<file path="src/rtl/l1_line_fill_responder_pkg.sv">
// Shared types for the L1 line-fill responder: FSM state encoding and burst counter width.
package l1_line_fill_responder_pkg;

   localparam int L1_MAX_BURST_W = 6;

   typedef enum logic [2:0] {
      IDLE,
      RD_ISSUE,
      RD_DRAIN,
      WR,
      INV
   } l1_resp_state_t;

   // size+1 is a power of two, so size itself is the mask of the in-line word offset.
   function automatic logic [29:0] line_base(input logic [29:0] word_addr, input logic [4:0] size);
      return word_addr & ~{25'd0, size};
   endfunction

endpackage

</file>
<file path="src/rtl/l1_arbiter_interfaces.sv">
// L1 arbiter request and return interfaces; the responder uses the slave modports.
interface l1_arbiter_request_interface;
   logic        request;
   logic [31:0] addr;
   logic        rnw;
   logic [3:0]  be;
   logic [31:0] data;
   logic [4:0]  size;
   logic        ack;

   modport master (output request, addr, rnw, be, data, size, input ack);
   modport slave  (input request, addr, rnw, be, data, size, output ack);
endinterface

interface l1_arbiter_return_interface;
   logic        data_valid;
   logic [31:0] data;
   logic        inv_valid;
   logic [29:0] inv_addr;
   logic        inv_ack;

   modport master (input data_valid, data, inv_valid, inv_addr, output inv_ack);
   modport slave  (output data_valid, data, inv_valid, inv_addr, input inv_ack);
endinterface

</file>
<file path="src/rtl/l1_line_fill_responder.sv">
// Responder for L1 line fills and single-word writes over a pipelined word memory port.
// Write invalidation toward the requester is built in when L1_RESP_INV_EN is defined.
module l1_line_fill_responder
   import l1_line_fill_responder_pkg::*;
#(
   parameter int MEM_LATENCY_MAX = 4
) (
   input  logic        clk,
   input  logic        rst,
   l1_arbiter_request_interface.slave l1_request,
   l1_arbiter_return_interface.slave  l1_response,
   output logic        mem_req,
   output logic [29:0] mem_addr,
   output logic        mem_we,
   output logic [3:0]  mem_be,
   output logic [31:0] mem_wdata,
   input  logic        mem_gnt,
   input  logic        mem_rvalid,
   input  logic [31:0] mem_rdata
);

   localparam int INFLIGHT_W = $clog2(MEM_LATENCY_MAX + 1);
   localparam logic [INFLIGHT_W-1:0] INFLIGHT_FULL = INFLIGHT_W'(MEM_LATENCY_MAX);

   l1_resp_state_t            state_reg;
   logic [29:0]               addr_reg;
   logic [3:0]                be_reg;
   logic [31:0]               data_reg;
   logic [4:0]                size_reg;
   logic [L1_MAX_BURST_W-1:0] issue_cnt_reg;
   logic [L1_MAX_BURST_W-1:0] ret_cnt_reg;
   logic [INFLIGHT_W-1:0]     inflight_reg;
   logic                      data_valid_reg;
   logic [31:0]               rdata_reg;

   logic [L1_MAX_BURST_W-1:0] burst_len;
   logic [L1_MAX_BURST_W-1:0] ret_cnt_next;
   logic [29:0]               base_addr;
   logic                      in_burst;
   logic                      rd_grant;
   logic                      ret_fire;
   logic                      unused_in;

   assign burst_len    = {1'b0, size_reg} + L1_MAX_BURST_W'(1);
   assign base_addr    = line_base(addr_reg, size_reg);
   assign in_burst     = (state_reg == RD_ISSUE) || (state_reg == RD_DRAIN);
   // Returns outside a read burst (e.g. leftovers from before a reset) are dropped here.
   assign ret_fire     = in_burst && mem_rvalid;
   assign rd_grant     = (state_reg == RD_ISSUE) && mem_req && mem_gnt;
   assign ret_cnt_next = ret_cnt_reg + L1_MAX_BURST_W'(ret_fire);

   assign l1_request.ack = !rst && (state_reg == IDLE) && l1_request.request;

   assign mem_req = ((state_reg == RD_ISSUE) && (inflight_reg != INFLIGHT_FULL)) ||
                    (state_reg == WR);
   assign mem_we  = (state_reg == WR);

   always_comb begin
      mem_addr  = '0;
      mem_be    = '0;
      mem_wdata = '0;
      case (state_reg)
         RD_ISSUE: mem_addr = base_addr | 30'(issue_cnt_reg);
         WR: begin
            mem_addr  = addr_reg;
            mem_be    = be_reg;
            mem_wdata = data_reg;
         end
         default: ;
      endcase
   end

   assign l1_response.data_valid = data_valid_reg;
   assign l1_response.data       = rdata_reg;

`ifdef L1_RESP_INV_EN
   assign l1_response.inv_valid = (state_reg == INV);
   assign l1_response.inv_addr  = (state_reg == INV) ? addr_reg : '0;
   assign unused_in             = ^l1_request.addr[1:0];
`else
   assign l1_response.inv_valid = 1'b0;
   assign l1_response.inv_addr  = '0;
   assign unused_in             = ^{l1_request.addr[1:0], l1_response.inv_ack};
`endif

   always_ff @(posedge clk) begin
      if (rst) begin
         state_reg      <= IDLE;
         addr_reg       <= '0;
         be_reg         <= '0;
         data_reg       <= '0;
         size_reg       <= '0;
         issue_cnt_reg  <= '0;
         ret_cnt_reg    <= '0;
         inflight_reg   <= '0;
         data_valid_reg <= 1'b0;
         rdata_reg      <= '0;
      end else begin
         data_valid_reg <= ret_fire;
         if (ret_fire) begin
            rdata_reg   <= mem_rdata;
            ret_cnt_reg <= ret_cnt_next;
         end

         case ({rd_grant, ret_fire})
            2'b10:   inflight_reg <= inflight_reg + INFLIGHT_W'(1);
            2'b01:   inflight_reg <= inflight_reg - INFLIGHT_W'(1);
            default: ;
         endcase

         case (state_reg)
            IDLE: begin
               if (l1_request.request) begin
                  addr_reg      <= l1_request.addr[31:2];
                  be_reg        <= l1_request.be;
                  data_reg      <= l1_request.data;
                  size_reg      <= l1_request.size;
                  issue_cnt_reg <= '0;
                  ret_cnt_reg   <= '0;
                  state_reg     <= l1_request.rnw ? RD_ISSUE : WR;
               end
            end
            RD_ISSUE: begin
               if (rd_grant) begin
                  issue_cnt_reg <= issue_cnt_reg + L1_MAX_BURST_W'(1);
                  if (issue_cnt_reg + L1_MAX_BURST_W'(1) == burst_len) begin
                     state_reg <= RD_DRAIN;
                  end
               end
            end
            RD_DRAIN: begin
               if (ret_cnt_next == burst_len) begin
                  state_reg <= IDLE;
               end
            end
            WR: begin
               if (mem_gnt) begin
`ifdef L1_RESP_INV_EN
                  state_reg <= INV;
`else
                  state_reg <= IDLE;
`endif
               end
            end
`ifdef L1_RESP_INV_EN
            INV: begin
               if (l1_response.inv_ack) begin
                  state_reg <= IDLE;
               end
            end
`endif
            default: state_reg <= IDLE;
         endcase
      end
   end

endmodule

</file>
<file path="src/flat_wrapper.sv">
// flat-port wrapper written by rule: the top's interface ports become plain ports
module l1_line_fill_responder_flat import l1_line_fill_responder_pkg::*;
#(
   parameter int MEM_LATENCY_MAX = 4
)
  (clk, rst, mem_req, mem_addr, mem_we, mem_be, mem_wdata, mem_gnt, mem_rvalid, mem_rdata, l1_request_request, l1_request_addr, l1_request_rnw, l1_request_be, l1_request_data, l1_request_size, l1_request_ack, l1_response_data_valid, l1_response_data, l1_response_inv_valid, l1_response_inv_addr, l1_response_inv_ack);
  l1_arbiter_request_interface l1_request_i ();
  l1_arbiter_return_interface l1_response_i ();
  input  logic clk;
  input  logic rst;
  output logic mem_req;
  output logic [29:0] mem_addr;
  output logic mem_we;
  output logic [3:0] mem_be;
  output logic [31:0] mem_wdata;
  input  logic mem_gnt;
  input  logic mem_rvalid;
  input  logic [31:0] mem_rdata;
  input wire logic [$bits(l1_request_i.request)-1:0] l1_request_request;
  input wire logic [$bits(l1_request_i.addr)-1:0] l1_request_addr;
  input wire logic [$bits(l1_request_i.rnw)-1:0] l1_request_rnw;
  input wire logic [$bits(l1_request_i.be)-1:0] l1_request_be;
  input wire logic [$bits(l1_request_i.data)-1:0] l1_request_data;
  input wire logic [$bits(l1_request_i.size)-1:0] l1_request_size;
  output wire logic [$bits(l1_request_i.ack)-1:0] l1_request_ack;
  output wire logic [$bits(l1_response_i.data_valid)-1:0] l1_response_data_valid;
  output wire logic [$bits(l1_response_i.data)-1:0] l1_response_data;
  output wire logic [$bits(l1_response_i.inv_valid)-1:0] l1_response_inv_valid;
  output wire logic [$bits(l1_response_i.inv_addr)-1:0] l1_response_inv_addr;
  input wire logic [$bits(l1_response_i.inv_ack)-1:0] l1_response_inv_ack;
  assign l1_request_i.request = l1_request_request;
  assign l1_request_i.addr = l1_request_addr;
  assign l1_request_i.rnw = l1_request_rnw;
  assign l1_request_i.be = l1_request_be;
  assign l1_request_i.data = l1_request_data;
  assign l1_request_i.size = l1_request_size;
  assign l1_request_ack = l1_request_i.ack;
  assign l1_response_data_valid = l1_response_i.data_valid;
  assign l1_response_data = l1_response_i.data;
  assign l1_response_inv_valid = l1_response_i.inv_valid;
  assign l1_response_inv_addr = l1_response_i.inv_addr;
  assign l1_response_i.inv_ack = l1_response_inv_ack;
  l1_line_fill_responder #(.MEM_LATENCY_MAX(MEM_LATENCY_MAX)) u_core (.clk(clk), .rst(rst), .l1_request(l1_request_i), .l1_response(l1_response_i), .mem_req(mem_req), .mem_addr(mem_addr), .mem_we(mem_we), .mem_be(mem_be), .mem_wdata(mem_wdata), .mem_gnt(mem_gnt), .mem_rvalid(mem_rvalid), .mem_rdata(mem_rdata));
endmodule
</file>
<file path="config.mk">
export PLATFORM = sky130hd
export DESIGN_NAME = l1_line_fill_responder_flat
export DESIGN_NICKNAME = d
export VERILOG_FILES = /design/src/rtl/l1_line_fill_responder_pkg.sv /design/src/rtl/l1_arbiter_interfaces.sv /design/src/rtl/l1_line_fill_responder.sv /design/src/flat_wrapper.sv
export SDC_FILE = /design/constraint.sdc
export NUM_CORES = 1
export LEC_CHECK = 0
export ABC_AREA = 0
export CAP_MARGIN = 15
export CORE_MARGIN = 2
export CORE_UTILIZATION = 42
export CTS_BUF_LIST = sky130_fd_sc_hd__clkbuf_8
export DETAILED_ROUTE_END_ITERATION = 8
export PLACE_DENSITY = 0.82
export SYNTH_ARGS = -nofsm -noshare
export SYNTH_HDL_FRONTEND = slang
export SYNTH_SLANG_ARGS = --single-unit
</file>
<file path="constraint.sdc">
create_clock -name clk -period 3.7 [get_ports clk]
set_input_delay 0.74 -clock clk [delete_from_list [all_inputs] [get_ports clk]]
set_output_delay 0.74 -clock clk [all_outputs]
set_load 0.01 [all_outputs]
</file>
==> flow_summary.yaml <==
status:
  status: "complete, no violations"
critical_path:
  r2r-end: "u_core.state_reg[1]"
  critical_path.most_common_cell: "inv_1"
  start_kind: "flip-flop"
  crit_family: "buffers and inverters"
  cp_max_fo: 15
  cp_cell_sequence: "inv_1 > ha_1 > inv_1 > o21ai_0 > a22o_1 > clkdlybuf4s50_1"
  cpPeakStageDelay_ps: 540
  crit_slowest_cell: "clkdlybuf4s50_1"
  ff2ff_setup_slack_ps: 1090
  cp-end-kind: "output port"
  crit_arrival_ps: 2570
  r2r_cells: 12
  cp.buffers_inverters: 3
  crit_type: "flip-flop to output port"
  cp.required_ps: 2960
  timing.rr.start: "u_core.state_reg[0]"
  startpoint: "u_core.state_reg[1]"
clock_network:
  worstSkewPairLatency_ps: 430
  numCtsBuffers: 17
  path_clk_slew_ps: 70
  post_cts_buffers: 0
  root_buffer: "clkbuf_8"
  htree_levels: 4
  postCtsHoldBufs: 0
  cts_resized: 0
  cts_tree: "done"
  cts_buffer_depth: 2
  numClockSinks: 121
drt:
  drc: 0
  viasPerCell: 5.01
  dr.pass1.iters: 4
  drt-total-wl_um: 13700
  drt-initial-drc-count: 272
  wl_per_cell_um: 14.9
  drtAntennaViolNets: 0
  num_vias: 4585
hold_path:
  hold_depth: 2
  holdPathEnd: "u_core.l1_response.data[14]"
  worstHoldStart: "u_core.l1_response.data[14]"
  hp-class: "flip-flop to flip-flop"
floorplanning:
  dieArea_um2: 13200
  core_um2: 12000
  initial_core_util: 0.430
  die_h_um: 115
  die_w_um: 115
  num_rows: 40
  num_io_pins: 245
pwr:
  p_leak_nw: 3.00
  ir_drop_mv: 0.310
  p_per_area_nw_per_um2: 572
finish:
  n_antenna_cell: 0
  final_common_cell: "clkdlybuf4s50_1"
  drive_gt1_frac: 0.0612
  final_util: 0.646
  final_nets: 877
  num-fill-cells: 981
  area_growth_pct: 50.2
  layout_common_cells: "209 x clkdlybuf4s50_1, 121 x dfxtp_1, 79 x nand2_1"
timing:
  rsz0062_at_grt: "false"
  setup-tns-final_ps: 0
  max_freq_mhz: 302
  fin_skew_ps: 6.34
  maxSlewViolCount: 0
  finalCriticalPeriod_ps: 3310
  setup_viol: 0
  fin_crit_sh: 0.895
  slew_headroom: 0.489
  finalHoldViolations: 0
  tightest_slew_ps: 767
grt:
  antenna_found_initial: 0
  grt_pass1_wl_um: 21400
  gr-total-overflow: 0
  grt_max_degree: 73
  grt_pass1_vias: 4525
  grt_usage: 0.206
logic_synthesis:
  synthCells: 553
  syn_area_um2: 5140
  ys_ff_latch: 121
  seq_area_frac_synth: 0.471
  avgSynthCellArea_um2: 9.30
  synth.distinct_cells: 38
  yosysWarnings: 0
place:
  hpwlAfterDp_um: 9560
  numPortBuffers: 210
  gp_congestion: 0.847
flow_run:
  drv_cap: 0
[layout make-up]
cell class	count	area, um^2	share of cell area
Clock buffer	22	303	0.0392
Inverter	11	41.3	0.00534
Sequential cell	121	2420	0.314
Clock inverter	10	171	0.0222
Tap cell	147	184	0.0238
Multi-Input combinational cell	387	2450	0.318
Timing Repair Buffer	217	2150	0.278
[tightest hold or removal path, stage by stage (launching register included)]
cell	delay, ps
dfxtp_1	310
nand2_1	50
a21oi_1	50
[synth_stat cells]
cell type  instances  area (um^2)
xnor2_1            9         78.8
buf_2              1         5.00
or3b_1             1         8.76
nand4_1            3         18.8
nand3b_1           2         15.0
nor2_2             1         6.26
o221a_1            1         11.3
nand3_2            1         10.0
or3_1              2         12.5
a41oi_1            1         8.76
ha_1               9          113
nand2b_1           1         6.26
xor2_1            14          123
nor2b_1           24          150
buf_4             31          233
a22o_1            76          666
nor2_1            22         82.6
o21ai_0           11         55.1
conb_1             1         3.75
fa_1               1         20.0
a21oi_2            1         8.76
mux2i_1            2         20.0
a21o_1             2         15.0
nand2_1           79          297
a22oi_1            2         15.0
dfxtp_1          121         2420
clkbuf_1          29          109
inv_2              1         3.75
xnor3_1            2         45.0
o211a_1            1         10.0
xor2_2             1         16.3
a21oi_1           41          205
and2_1            37          231
o21ai_4            1         16.3
inv_1             10         37.5
buf_1              3         11.3
nor4_2             2         25.0
nand3_1            6         30.0
[metal layers]
metal	routed length, um	track usage	part of all wire	vias up
met5	0	0	0	-
met4	189	0.0862	0.014	0
met3	1280	0.0810	0.094	16
met2	6400	0.333	0.47	199
met1	5800	0.244	0.42	2139
li1	-	-	-	2231
[power by group]
group          total, W  internal (W)  switching [W]
Clock           0.00138      0.000884       0.000497
Combinational   0.00137      0.000650       0.000724
Sequential      0.00167       0.00153       0.000136
Total           0.00442       0.00307        0.00136
[kinds of logic after synthesis]
family                   after synthesis  share of synthesized area
flip-flops                           121                      0.471
AO/OA/AOI/OAI                        137                      0.196
multiplexers                           2                    0.00389
adder cells (fa/ha/maj)               10                     0.0258
AND/OR/NAND/NOR                      181                      0.174
other                                  1                   0.000729
buffers and inverters                 75                     0.0776
XOR/XNOR                              26                     0.0511
[stage by stage]
| step | instance area (um^2) | hold WS, ps | setup WS [ps] | total power (W) | cells |
|---|---|---|---|---|---|
| CTS | 7730 | 455 | 383 | 0.00447 | 915 |
| finish | 7730 | 453 | 388 | 0.00442 | 915 |
| global placement | 7250 | 444 | 739 | 0.00301 | 883 |
| detailed placement | 7250 | 446 | 687 | 0.00306 | 883 |
| floorplan | 5260 | 434 | 855 | 0.00251 | 583 |
| global route | 7730 | 471 | 228 | 0.00468 | 915 |
[worst max path at each step]
stage                                     end  slack [ps]  cells after the start
after global placement    u_core.state_reg[1]         740                     11
after floorplan           u_core.state_reg[1]         850                     11
after global routing              mem_addr[3]         230                      6
final                             mem_addr[1]         390                      6
after detailed placement  u_core.state_reg[1]         690                     11
after CTS                         mem_addr[1]         380                      6
Note: power is estimated with default switching activity, not from simulation.
==> RTL change 1: new RTL, config.mk and constraints unchanged <==
`L1_MAX_BURST_W`: 6 -> 12.
--- a/src/rtl/l1_line_fill_responder_pkg.sv
+++ b/src/rtl/l1_line_fill_responder_pkg.sv
@@ -1,7 +1,7 @@
 // Shared types for the L1 line-fill responder: FSM state encoding and burst counter width.
 package l1_line_fill_responder_pkg;
 
-   localparam int L1_MAX_BURST_W = 6;
+   localparam int L1_MAX_BURST_W = 12;
 
    typedef enum logic [2:0] {
       IDLE,
Check against the original RTL: same outputs for any inputs over 4 cycles, from zero or initial values and one cycle with rst high; that may be too few to reach the edited logic, so the function may still have changed.
==> RTL change 1 against the original RTL <==
Design area is 11% higher. Total power is 5.2% higher. Synthesized area rose by 19%. Sequential cell count increased by 12. Sequential share of layout area fell by 0.37 points. Cell count increased by 17%. Worst setup slack improved by 21 ps. Wire length increased by 19%. Critical path type unchanged.
==> RTL change 1: results (changes against the original RTL) <==
antenna violations before repair: 1 (+1)
final net count: 998 (+14%)
maximum vdd ir drop: 260 uV (-16%)
NetSw: 1640 uW (+21%)
vias post-DR: 5,446 (+19%)
status: completed
synth cell count leaders: dfxtp_1, nand2_1, a22o_1, a21oi_1, buf_4
fraction of final layout cells with drive strength greater than 1: 7.20% (+1.1 points)
Static Leak: 0.00323 uW (+7.8%)
clk_lat worst skew: 450 ps (+20 ps)
Area after DPL: 0.00820 mm^2 (+13%)
CP max FO: 18 (+3)
Hold Crit Endpoint: u_core.l1_response.data[30]$_SDFFE_PP0N_
Final Non-Filler Cells: 1,074 (+17%)
overall routing resource usage: 20.8% (+0.23 points)
Seq/Total Area, Yosys: 43.5% (-3.6 points)
hold path start: u_core.l1_response.data[30]$_SDFFE_PP0N_
r2r setup slk: 610 ps (-480 ps)
initial drt markers: 254 (-6.6%)
top post-synthesis cells by area: dfxtp_1, a22o_1, nand2_1
WL/cell: 15.1 um (+0.96%)
Final Hold Slack: 455 ps (+2.30 ps)
syn avg cell area: 8.90 um^2 (-4.4%)
skew final: 12.8 ps (+6.45 ps)
pin count of the biggest net entering global routing: 72 (-1.4%)
first-pass GRT wire length: 26,500 um (+24%)
Slew @ Worst Pin: 737 ps (-30.0 ps)
[RTL change 1: kinds of logic after synthesis]
group,share of synthesized area (%)
and+or+nand+nor,20.8
other,0.0613
adders and majority gates,2.17
buffers and inverters,8.16
AOI/OAI and AO/OA,19.5
xor gates and xnor gates,4.58
DFF,43.5
muxes,1.27
[RTL change 1: final cells by class]
cell class | count | area [um^2]
antenna | 1 | 2.50
clock buffer | 18 | 248
clock inverter | 14 | 139
fill | 1227 | 5780
inverter | 9 | 33.8
multi-input combinational | 493 | 3090
sequential | 133 | 2660
tap | 184 | 230
timing repair buffer | 222 | 2190
[RTL change 1: worst register-to-register path, cell delays in order, from the launching register on]
cell and delay [ps]:
dfxtp_1 390, inv_1 80, ha_1 300, nand2_1 70, inv_1 90, ha_1 190
and4_1 350, nand4_4 180, nor4b_1 310, mux2i_1 130, a211o_2 370, a22oi_4 220
mux2_4 310
[RTL change 1: worst max path at each step]
stage	startpoint	end	slack, ps	cells past startpoint
after global placement	mem_rvalid	u_core.state_reg[1]$_SDFFE_PP0P_	280	11
after detailed placement	mem_rvalid	u_core.state_reg[1]$_SDFFE_PP0P_	160	11
after CTS	u_core.state_reg[1]$_SDFFE_PP0P_	mem_addr[28]	360	6
after floorplan	mem_rvalid	u_core.state_reg[1]$_SDFFE_PP0P_	200	13
final	u_core.state_reg[1]$_SDFFE_PP0P_	mem_addr[28]	410	6
after global routing	u_core.state_reg[1]$_SDFFE_PP0P_	mem_addr[28]	230	6
[RTL change 1: power groups by stage]
stage	Sequential, uW	Combinational [uW]	Clock, uW
2_1_floorplan	1870	987	0
3_3_place_gp	1860	1600	0
3_5_place_dp	1870	1630	0
4_1_cts	1840	1640	1230
5_1_grt	1880	1790	1300
6_report	1840	1620	1200
[RTL change 1: through the flow]
step                util [%]  setup slack [ps]
finish                  59.8               409
global route            59.8               231
CTS                     59.8               361
detailed placement      57.1               162
global placement        57.1               285
floorplan                  -               205
[RTL change 1: layer usage]
metal | global-route usage (%) | routed length [um] | part of all wire, %
met4 | 6.21 | 161 | 0.99
met2 | 33.3 | 7440 | 46
met3 | 9.32 | 1660 | 10
met5 | 0 | 0 | 0
met1 | 25.3 | 6940 | 43
==> RTL change 2: new RTL, same settings <==
Without the edit above. Re-encode `l1_resp_state_t` (5 states) as one-hot, 5 bits wide.
--- a/src/rtl/l1_line_fill_responder_pkg.sv
+++ b/src/rtl/l1_line_fill_responder_pkg.sv
@@ -3,12 +3,12 @@
 
    localparam int L1_MAX_BURST_W = 6;
 
-   typedef enum logic [2:0] {
-      IDLE,
-      RD_ISSUE,
-      RD_DRAIN,
-      WR,
-      INV
+   typedef enum logic [4:0] {
+      IDLE     = 5'b00001,
+      RD_ISSUE = 5'b00010,
+      RD_DRAIN = 5'b00100,
+      WR       = 5'b01000,
+      INV      = 5'b10000
    } l1_resp_state_t;
 
    // size+1 is a power of two, so size itself is the mask of the in-line word offset.
Function: no difference found for any inputs over 4 cycles, from zero or initial values and one cycle with rst high; so few cycles prove little.
==> RTL change 2 against the original RTL <==
Total power decreased by 12%. Sequential cell count increased by 2. Wire length increased by 0.96%. Synthesized area about the same. Die area about the same. Largest power group unchanged. Worst setup slack got worse by 74 ps. Worst hold slack improved by 6.4 ps. Design area decreased by 0.39%. Clock skew increased by 0.94 ps. Global-route usage increased by 0.46 points. Via count increased by 2.0%. Cell count increased by 0.22%. Core utilization decreased by 0.52 points. Synthesized cell count increased by 0.54%.
==> RTL change 2: results (changes against the original RTL) <==
antenna violations before repair: 0 (unchanged)
XOR/XNOR share of the synthesized area: 4.86% (-0.25 points)
CP max FO: 8 (-7)
top_reg_cell synth: dfxtp_1
HPWL Detailed: 9610 um (+0.51%)
WL/cell: 15.1 um (+0.74%)
syn avg cell area: 9.26 um^2 (-0.44%)
final net count: 877 (unchanged)
Filler Cell Count: 958 (-2.3%)
initial drt markers: 253 (-7.0%)
top post-synthesis cells by area: dfxtp_1, a22o_1, and2_1
Num CTS Buffers: 17 (unchanged)
CTS max path bufs: 2 (unchanged)
Synth Area in Compound Gates: 19.8% (+0.15 points)
H-tree levels: 4 (unchanged)
first-pass GRT wire length: 22,100 um (+3.4%)
DRT Wirelength: 13,800 um (+0.96%)
Final Cycle Share: 91.5% (+2.0 points)
hold path start: u_core.l1_response.data[23]$_SDFFE_PP0N_
beginning of the critical path: u_core.state_reg[2]$_SDFFE_PP0P_
post-synthesis adder-cell area fraction: 1.60% (-0.97 points)
Seq/Total Area, Yosys: 47.8% (+0.73 points)
skew final: 7.28 ps (+0.937 ps)
main combinational cell family by area after synthesis: compound AO/OA/AOI/OAI gates
PortBufs: 210 (unchanged)
post-placement cell count: 887 (+0.45%)
Root Buffer: clkbuf_8
overall routing resource usage: 21.1% (+0.46 points)
maximum vdd ir drop: 260 uV (-16%)
pin count of the biggest net entering global routing: 72 (-1.4%)
Yosys cell types: 40 (+5.3%)
ys async rst share: 0% (unchanged)
Reg clk slew, reported paths: 70 ps (about the same)
routability congestion estimate: 0.837 (-1.3%)
Final Hold Slack: 459 ps (+6.36 ps)
HP Class: register to register
fraction of final layout cells with drive strength greater than 1: 6.75% (+0.63 points)
r2r setup slk: 310 ps (-780 ps)
mux contribution to synthesized area: 0% (-0.39 points)
Worst Path Arrival: 3740 ps (+1170 ps)
vias in the first global route: 4,584 (+1.3%)
clk_lat worst skew: 420 ps
pre-CTS WS: 227 ps (-460 ps)
Static Leak: 0.00291 uW (-3.1%)
CTS resizes: 0 (unchanged)
Slew @ Worst Pin: 752 ps (-15.0 ps)
status: completed
synth cell count leaders: dfxtp_1, a22o_1, nand2_1, and2_1, a21oi_1
vias post-DR: 4,676 (+2.0%)
==> RTL change 2: through the flow <==
stage / cell area [um^2] / total power (uW) / util, %
after floorplan: 5260 / 2280 / -
after global placement: 7280 / 2600 / 60.6
after detailed placement: 7280 / 2650 / 60.6
after CTS: 7700 / 3910 / 64.1
after global routing: 7700 / 4080 / 64.1
final: 7700 / 3880 / 64.1
==> RTL change 2: power by group <==
group          internal [uW]  switching (uW)
clock                    744             508
combinational            464             466
sequential              1550             150
total                   2760            1120
==> RTL change 2: cells by family after synthesis <==
family	Yosys count
adder cells (fa/ha/maj)	6
buffers and inverters	72
AND/OR/NAND/NOR	186
XOR/XNOR	27
other	1
flip-flops	123
AO/OA/AOI/OAI	141
==> RTL change 2: layout make-up <==
class,instances,area share (%)
clock buffers,22,3.93
clock inverters,8,1.51
inverters,7,0.341
multi-input cells,391,31.7
flip-flops and latches,123,32.0
well taps,147,2.39
repair buffers,219,28.1
==> RTL change 2: final timing paths <==
kind	to	depth (start not counted)
max reg2reg	u_core.state_reg[3]$_SDFFE_PP0P_	12
min reg2reg	u_core.l1_response.data[23]$_SDFFE_PP0N_	2
min	u_core.l1_response.data[23]$_SDFFE_PP0N_	2
max	u_core.state_reg[3]$_SDFFE_PP0P_	12
==> RTL change 2: worst max-delay path: stages (launching register included) <==
cell and delay [ps]:
dfxtp_1 480, nor4b_1 590, o21ai_2 100, clkinv_1 80, ha_1 180, ha_1 210, nand3_1 150, xnor2_1 170
xnor2_1 140, o41ai_2 390, nand2_1 170, or4_1 500, a21oi_1 160
==> RTL change 2: routing by layer <==
metal	vias to the layer above	track usage (%)	share of wire, %
met5	-	0	0
met4	0	7.95	1.5
met3	15	8.28	10
met2	211	35.3	48
met1	2192	24.4	40
li1	2258	-	-
